File: src/rtl/median_sort_sequencer.sv
// median_sort_sequencer: collects a WIN_SIZE pixel window serially, sorts it
// in place by odd-even transposition using one shared comparator (one
// compare-swap per clock), then presents z_min / z_med / z_max.
//
// Ports:
//   clk, rst            clock, asynchronous active-high reset
//   clear               synchronous abort back to LOAD
//   in_valid/in_ready   sample handshake, in_data in raster order
//   out_valid/out_ready result handshake for z_min, z_med, z_max
//   busy                high while sorting

// comparator: y = 1 when b is strictly greater than a.
module comparator #(
    parameter int unsigned DATA_WIDTH = 8
) (
    input  logic [DATA_WIDTH-1:0] a,
    input  logic [DATA_WIDTH-1:0] b,
    output logic                  y
);
    assign y = (b > a);
endmodule

module median_sort_sequencer #(
    parameter int unsigned DATA_WIDTH = 8,
    parameter int unsigned WIN_SIZE   = 9
) (
    input  logic                  clk,
    input  logic                  rst,
    input  logic                  clear,
    input  logic                  in_valid,
    output logic                  in_ready,
    input  logic [DATA_WIDTH-1:0] in_data,
    output logic                  out_valid,
    input  logic                  out_ready,
    output logic [DATA_WIDTH-1:0] z_min,
    output logic [DATA_WIDTH-1:0] z_med,
    output logic [DATA_WIDTH-1:0] z_max,
    output logic                  busy
);

    localparam int unsigned NPAIR  = (WIN_SIZE - 1) / 2;
    localparam int unsigned MED    = (WIN_SIZE - 1) / 2;
    localparam int unsigned IDX_W  = $clog2(WIN_SIZE);
    localparam int unsigned PAIR_W = (NPAIR > 1) ? $clog2(NPAIR) : 1;
    localparam logic [IDX_W-1:0]  LAST_IDX  = IDX_W'(WIN_SIZE - 1);
    localparam logic [PAIR_W-1:0] LAST_PAIR = PAIR_W'(NPAIR - 1);

    generate
        if ((WIN_SIZE % 2 == 0) || (WIN_SIZE < 3) || (WIN_SIZE > 25)) begin : g_bad_win
            $error("median_sort_sequencer: WIN_SIZE must be odd and in 3..25");
        end
    endgenerate

    typedef enum logic [1:0] {
        S_LOAD = 2'd0,
        S_SORT = 2'd1,
        S_OUT  = 2'd2
    } state_e;

    state_e                state_q, state_d;
    logic [IDX_W-1:0]      count_q, count_d;
    logic [IDX_W-1:0]      pass_q,  pass_d;
    logic [PAIR_W-1:0]     pair_q,  pair_d;
    logic [DATA_WIDTH-1:0] buf_q [WIN_SIZE];
    logic [DATA_WIDTH-1:0] buf_d [WIN_SIZE];

    logic [IDX_W-1:0]      idx, idx_p1;
    logic [DATA_WIDTH-1:0] cmp_a, cmp_b;
    logic                  cmp_y;

    // Lower index of the active pair: even passes start at 0, odd passes at 1.
    assign idx    = IDX_W'({pair_q, 1'b0}) | IDX_W'(pass_q[0]);
    assign idx_p1 = idx + IDX_W'(1);

    // Operand select for the shared comparator.
    always_comb begin
        cmp_a = '0;
        cmp_b = '0;
        for (int j = 0; j < WIN_SIZE; j++) begin
            if (IDX_W'(j) == idx)    cmp_b = buf_q[j];
            if (IDX_W'(j) == idx_p1) cmp_a = buf_q[j];
        end
    end

    comparator #(.DATA_WIDTH(DATA_WIDTH)) u_cmp (
        .a (cmp_a),
        .b (cmp_b),
        .y (cmp_y)
    );

    // Next-state, counter and buffer update.
    always_comb begin
        state_d = state_q;
        count_d = count_q;
        pass_d  = pass_q;
        pair_d  = pair_q;
        buf_d   = buf_q;

        case (state_q)
            S_LOAD: begin
                if (in_valid) begin
                    for (int j = 0; j < WIN_SIZE; j++) begin
                        if (IDX_W'(j) == count_q) buf_d[j] = in_data;
                    end
                    if (count_q == LAST_IDX) begin
                        count_d = '0;
                        state_d = S_SORT;
                    end else begin
                        count_d = count_q + IDX_W'(1);
                    end
                end
            end
            S_SORT: begin
                // Strict compare: equal neighbours stay in place.
                if (cmp_y) begin
                    for (int j = 0; j < WIN_SIZE; j++) begin
                        if (IDX_W'(j) == idx)    buf_d[j] = cmp_a;
                        if (IDX_W'(j) == idx_p1) buf_d[j] = cmp_b;
                    end
                end
                if (pair_q == LAST_PAIR) begin
                    pair_d = '0;
                    if (pass_q == LAST_IDX) begin
                        pass_d  = '0;
                        state_d = S_OUT;
                    end else begin
                        pass_d = pass_q + IDX_W'(1);
                    end
                end else begin
                    pair_d = pair_q + PAIR_W'(1);
                end
            end
            S_OUT: begin
                if (out_ready) state_d = S_LOAD;
            end
            default: state_d = S_LOAD;
        endcase

        // Abort discards any sample or result handshake in the same cycle.
        if (clear) begin
            state_d = S_LOAD;
            count_d = '0;
            pass_d  = '0;
            pair_d  = '0;
            buf_d   = buf_q;
        end
    end

    // State and datapath registers.
    always_ff @(posedge clk or posedge rst) begin
        if (rst) begin
            state_q <= S_LOAD;
            count_q <= '0;
            pass_q  <= '0;
            pair_q  <= '0;
            for (int j = 0; j < WIN_SIZE; j++) buf_q[j] <= '0;
        end else begin
            state_q <= state_d;
            count_q <= count_d;
            pass_q  <= pass_d;
            pair_q  <= pair_d;
            for (int j = 0; j < WIN_SIZE; j++) buf_q[j] <= buf_d[j];
        end
    end

    assign in_ready  = (state_q == S_LOAD);
    assign busy      = (state_q == S_SORT);
    assign out_valid = (state_q == S_OUT);
    assign z_min     = buf_q[0];
    assign z_med     = buf_q[MED];
    assign z_max     = buf_q[WIN_SIZE-1];

endmodule

File: config.mk
export PLATFORM = sky130hd
export DESIGN_NAME = median_sort_sequencer
export DESIGN_NICKNAME = d
export VERILOG_FILES = /design/src/rtl/median_sort_sequencer.sv
export SDC_FILE = /design/constraint.sdc
export NUM_CORES = 1
export LEC_CHECK = 0
export ABC_AREA = 1
export CORE_UTILIZATION = 35
export CTS_BUF_LIST = sky130_fd_sc_hd__clkbuf_2 sky130_fd_sc_hd__clkbuf_4 sky130_fd_sc_hd__clkbuf_8
export DETAILED_ROUTE_END_ITERATION = 8
export GPL_TIMING_DRIVEN = 0
export PLACE_DENSITY_LB_ADDON = 0.15
export SETUP_SLACK_MARGIN = 0.05
export SYNTH_ARGS = -nofsm -noshare
export SYNTH_HDL_FRONTEND = slang
export SYNTH_HIERARCHICAL = 1
export SYNTH_SLANG_ARGS = --single-unit
File: constraint.sdc
create_clock -name clk -period 12.45 [get_ports clk]
set_input_delay 1.245 -clock clk [delete_from_list [all_inputs] [get_ports clk]]
set_output_delay 1.245 -clock clk [all_outputs]
set_load 0.05 [all_outputs]
==> impl_metrics.tcl, run 1 <==
set metrics [dict create \
    outcome "complete, no violations" \
    clk_path_buf_depth 2 \
    globalRouteMet2Util_pct 43.36 \
    grt_start_max_net_pins 45 \
    die_height_um 141.0 \
    ir_worst_vdd_mv 0.1146 \
    cts_htree_levels 3 \
    synthAdderAreaFrac_pct 3.145 \
    hold_viol 0 \
    finalClockSkew_ns 0.01583 \
    grt_antenna_before_repair 0 \
    drt-vias-per-instance 5.380 \
    wl_um 28670 \
    synth.area.mux_share_pct 0 \
    min_to "buf_q[55]" \
    gr-usage-met1_pct 41.25 \
    drcViolationCount 0 \
    firstDrtPassIters 6 \
    holdPathStages 2 \
    syn-num-nets 1077 \
    grt_pass1_wl_um 43000 \
    avgSynthCellArea_um2 6.460 \
    grt_pass1_vias 6812 \
    wl_per_cell_um 21.04 \
    hold_class "register to register" \
    required_ns 12.73 \
    drt_iter0_drc 931 \
    r2r-start "pair_q[1]" \
    die_x_um 141.0 \
    drv_slew 0 \
    synth_area_um2 6764 \
    synthSimpleGateAreaFrac_pct 44.54 \
    final_util_pct 40.88 \
    end_kind "register" \
    coreArea_um2 18830 \
    drive_gt1_share_pct 12.96 \
    arrival_ns 5.66 \
    grtUsageMet3_pct 6.488 \
    rsz0062_at_grt "false" \
    dp_hpwl_um 20550 \
    numCtsBuffers 9 \
    rr_endpoint "buf_q[19]" \
    max_cap_violations 0 \
    netlist_instances 1047 \
    finalSetupViolCount 0 \
    max_freq_ghz 0.1860 \
    rows 50 \
    synthXorXnorAreaFrac_pct 0.5179 \
    io_pins 40 \
    cts_tree "done" \
    syn_to_final_growth_pct 13.80 \
    reg2reg_depth 24 \
    setup_tns_ns 0 \
    numPortBuffers 39 \
    final_cell_mix "nand2_1 (221), nor2_1 (197), nand3_1 (163), a21oi_1 (103), dfrtp_1 (84)" \
    grt.overflow.total 0 \
    grt_busiest_layer "met2" \
    place_congestion 0.9849 \
    grt_use_total_pct 29.89 \
    yosys_warnings 6 \
    cts_hold_buf 0 \
    startpoint_type "register" \
    clk-insertion-delay-late_ns 0.40 \
    holdCritStartpoint "buf_q[55]" \
    place_area_um2 7510 \
    path_class "register to register" \
    synthDistinctLibCells 34 \
    layout_commonest_cell "nand2_1" \
    dieArea_um2 19890 \
    max-slew-margin-rel_pct 42.13 \
    postRouteAntennaNets 0 \
    path_clk_slew_ns 0.09 \
    clock-sinks 84 \
    min_period_ns 5.377 \
    leakagePower_nw 3.660 \
    power_density_nw_per_um2 258.4 \
    synth_top_family_by_area "simple AND/OR/NAND/NOR gates" \
    initial_core_util_pct 35.92 \
    synth_seq_area_share_pct 31.08 \
    ys_seq_elements 84 \
    nets 1128 \
    diodes 0 \
    synth-compound-area-share_pct 10.21 \
    reg2reg_slack_ns 7.07 \
    postCtsResizedCells 0 \
    postCtsSetupBuffers 0 \
    crit_fanout 10 \
    vias 7333 \
    worst_slew_pin_slew_ns 0.8633 \
    cts_root_buf "clkbuf_8" \
    finalCritPeriodShare_pct 43.19 \
    final_area_um2 7697 \
]
-- state kept, by name (all words and copies together) (netlist names) --
name and flops:
pass_q 4, pair_q 2, buf_q 48, state_q 2, z_max 8, z_min 8
count_q 4, z_med 8
-- Yosys cell counts --
master | count | area [µm²]
nand4_1 | 17 | 106.4
a21oi_1 | 103 | 515.5
nand2_4 | 2 | 22.52
o21ai_0 | 14 | 70.07
xor2_1 | 2 | 17.52
nor3_4 | 1 | 16.27
dfrtp_1 | 84 | 2102
or2_2 | 1 | 6.260
buf_2 | 11 | 55.05
nor2_2 | 10 | 62.56
o22ai_1 | 3 | 18.77
o21ai_2 | 1 | 8.760
buf_6 | 7 | 78.83
buf_1 | 2 | 7.510
clkbuf_1 | 4 | 15.01
a211oi_1 | 1 | 7.510
xnor2_1 | 2 | 17.52
inv_2 | 16 | 60.06
buf_4 | 26 | 195.2
a21o_2 | 1 | 8.760
nor3_2 | 3 | 30.03
nor3_1 | 4 | 20.02
nand3_1 | 163 | 815.8
nor2_4 | 11 | 123.9
ha_1 | 17 | 212.7
a31oi_1 | 9 | 56.30
clkinv_1 | 1 | 3.750
inv_1 | 77 | 289.0
nor2_1 | 197 | 739.5
inv_4 | 1 | 6.260
nand2_2 | 32 | 200.2
nor2_8 | 2 | 40.04
nand2_1 | 221 | 829.6
o21ai_1 | 1 | 5.000
-- worst max-delay path by stage --
stage	from	endpoint	cells after the start
after detailed placement	pair_q[1]	buf_q[19]	24
final	pair_q[1]	buf_q[19]	24
after global routing	pair_q[1]	buf_q[20]	24
after global placement	pair_q[1]	buf_q[22]	24
after floorplan	pair_q[0]	buf_q[56]	26
after CTS	pair_q[1]	buf_q[19]	24
-- per-stage QoR --
stage | setup WS [ns] | hold slack [ns] | instances | power (mW)
global route | 6.625 | 0.5661 | 1363 | 2.126
global placement | 7.209 | 0.5141 | 1346 | 1.758
detailed placement | 7.225 | 0.5241 | 1347 | 1.767
finish | 7.073 | 0.5438 | 1363 | 1.989
floorplan | 8.467 | 0.4949 | 1047 | 1.343
CTS | 7.206 | 0.5446 | 1363 | 1.966
-- where the power goes --
part / switching, mW / total (mW) / internal (mW)
clock: 0.115 / 0.198 / 0.0834
sequential: 0.130 / 0.526 / 0.397
combinational: 0.864 / 1.26 / 0.401
-- worst max-delay path, stage by stage, from the launching register on --
cell,delay (ns)
dfrtp_1,0.46
inv_2,0.22
buf_2,0.28
ha_1,0.26
buf_2,0.19
inv_2,0.15
nand2_1,0.15
nor2_2,0.52
a21oi_1,0.15
nand4_1,0.19
nand2_1,0.37
nand2_1,0.15
inv_1,0.05
ha_1,0.27
nand2_1,0.07
nor2_2,0.14
nand2_1,0.06
a21oi_1,0.18
o21ai_1,0.14
nor2_2,0.23
nand2_1,0.15
nor2_2,0.38
inv_1,0.26
nor2_1,0.14
a21oi_1,0.08
-- layer usage --
layer	part of all wire, %	wire, µm	up-vias
met2	42	12090	382
met3	9.3	2659	90
met1	44	12510	3368
met5	0	0	-
li1	-	-	3493
met4	4.9	1413	0
-- cell families after synthesis --
logic type,after synthesis
and+or+nand+nor,664
buffers and inverters,145
AOI/OAI and AO/OA,133
DFF,84
adders and majority gates,17
xor gates and xnor gates,4
-- area by class of cell --
type,count,area [µm²]
Inverter,95,361.6
Sequential cell,84,2102
Fill cell,2044,11130
Clock buffer,11,151.4
Buffer,50,351.6
Tap cell,260,325.3
Multi-Input combinational cell,818,3951
Clock inverter,5,36.28
Timing Repair Buffer,40,417.9
Power figures use the tool's default switching activity.
==> inputs of run 2 (changes only) <==
==> constraint.sdc (replaced) <==
create_clock -name clk -period 4.75 [get_ports clk]
set_input_delay 0.475 -clock clk [delete_from_list [all_inputs] [get_ports clk]]
set_output_delay 0.475 -clock clk [all_outputs]
set_load 0.05 [all_outputs]
==> impl_metrics.tcl, run 2 (synthesis results as in run 1) <==
set metrics [dict create \
    outcome "complete, no violations" \
    io_pins 40 \
    clk_path_buf_depth 2 \
    end_kind "register" \
    clock-sinks 84 \
    grtUsageMet3_pct 6.658 \
    ir_worst_vdd_mv 0.3076 \
    finalClockSkew_ns 0.01388 \
    die_x_um 141.0 \
    worst_slew_pin_slew_ns 0.7130 \
    largest_reg_flops 48 \
    gr-usage-met1_pct 41.21 \
    vias 7491 \
    final_util_pct 42.50 \
    cts_hold_buf 0 \
    power_density_nw_per_um2 672.4 \
    cts_htree_levels 3 \
    setup_tns_ns 0 \
    cts_tree "done" \
    grt_use_total_pct 30.07 \
    coreArea_um2 18830 \
    wl_per_cell_um 21.04 \
    globalRouteMet2Util_pct 43.57 \
    cts_root_buf "clkbuf_8" \
    diodes 0 \
    max_cap_violations 0 \
    place_congestion 0.9849 \
    required_ns 5.04 \
    wl_um 29170 \
    dp_hpwl_um 20550 \
    grt_pass1_wl_um 43270 \
    hold_class "primary input to asynchronous set/reset pin" \
    final_cell_mix "nand2_1 (214), nor2_1 (197), nand3_1 (163), a21oi_1 (102), dfrtp_1 (82)" \
    nets 1151 \
    dieArea_um2 19890 \
    stdcell_count 1386 \
    path_clk_slew_ns 0.09 \
    grt_antenna_before_repair 0 \
    numCtsBuffers 9 \
    power.total_mw 5.381 \
    startpoint_type "register" \
    rsz0062_at_grt "false" \
    finalSetupViolCount 0 \
    max-slew-margin-rel_pct 52.41 \
    leakagePower_nw 3.795 \
    regMostFlops "buf_q" \
    clk-insertion-delay-late_ns 0.40 \
    drcViolationCount 0 \
    initial_core_util_pct 35.92 \
    grt_pass1_vias 6876 \
    arrival_ns 4.76 \
    firstDrtPassIters 6 \
    postRouteAntennaNets 0 \
    grt.overflow.total 0 \
    path_class "register to register" \
    drive_gt1_share_pct 15.81 \
    drv_slew 0 \
    syn_to_final_growth_pct 18.31 \
    crit_fanout 10 \
    max_freq_ghz 0.2237 \
    fillers 2023 \
    drt-vias-per-instance 5.405 \
    hold_viol 0 \
    grt_start_max_net_pins 45 \
    layout_commonest_cell "nand2_1" \
    die_height_um 141.0 \
    drt_iter0_drc 969 \
    rows 50 \
    grt_busiest_layer "met2" \
    numPortBuffers 39 \
    min_period_ns 4.471 \
    finalCritPeriodShare_pct 94.13 \
    dp.cells 1347 \
]
run 2: cell types whose count changed in the layout (fill, tap and decap cells not counted), sizes merged:
cell / delta
buf: +19
clkbuf: +3
clkinvlp: +1
inv: -1
nor2: +1
run 2: power breakdown:
part / switching [mW] / internal [mW] / total, mW
combinational: 2.33 / 1.15 / 3.48
sequential: 0.336 / 1.04 / 1.38
clock: 0.306 / 0.219 / 0.524
run 2: final timing paths:
check | to | cells past startpoint | slack [ns] | startpoint
worst max-delay path | buf_q[23] | 26 | 0.28 | pair_q[1]
worst min-delay path | count_q[2] | 2 | 0.49 | rst
worst max register to register | buf_q[23] | 26 | 0.28 | pair_q[1]
worst min register to register | buf_q[55] | 2 | 0.55 | buf_q[55]
max in group asynchronous | buf_q[45] | 3 | 3.62 | rst
min in group clk | buf_q[55] | 2 | 0.55 | buf_q[55]
run 2: critical path, stage by stage (launching register included):
cell and delay [ns]:
dfrtp_2 0.47, inv_4 0.15, buf_4 0.20, ha_1 0.24, clkbuf_4 0.19, nand2_1 0.19, nor2_4 0.10, nand2_1 0.09
nand3_1 0.13, nor2_1 0.30, nand4_1 0.26, nand2_4 0.24, nand2_1 0.07, inv_1 0.06, ha_1 0.22, nand2_1 0.07
nor2_2 0.04, nand3_1 0.06, nor2_1 0.05, a21oi_2 0.15, o21ai_2 0.12, nor2_4 0.17, nand2_1 0.15, nor2_4 0.20
clkinvlp_4 0.21, nor2_1 0.13, a21oi_1 0.08
run 2: layer usage:
layer / up-vias / wire length (µm)
met5: - / 0
met4: 0 / 1515
met3: 88 / 2831
met2: 400 / 12310
met1: 3465 / 12510
li1: 3538 / -
run 2: repair_timing:
| action | CTS | global route |
|---|---|---|
| buffers inserted | 9 | 13 |
| pin swaps | 7 | 8 |
| cloned | 0 | 1 |
| endpoints found under the setup margin | 72 | 72 |
| hold endpoints to repair | 0 | 0 |
| resized for setup | 15 | 17 |
run 2: layout make-up:
type                    count  area [µm²]  share of cell area [%]
repair buffers             62       595.6                   7.442
well taps                 260       325.3                   4.065
clock inverters             5       36.28                  0.4534
clock buffers              11       151.4                   1.892
inverters                  95       367.9                   4.597
plain buffers              50       361.6                   4.518
multi-input cells         819        4060                   50.73
flip-flops and latches     84        2105                   26.30
run 2: stage by stage:
step                      worst slack (ns)  hold slack [ns]  instance area [µm²]
after floorplan                     0.7673           0.4949                 6764
after global placement             -0.4911           0.5141                 7480
after detailed placement           -0.4748           0.5241                 7510
after CTS                          0.05183           0.5106                 7819
after global routing               0.04877           0.5367                 8003
final                               0.2787           0.4863                 8003
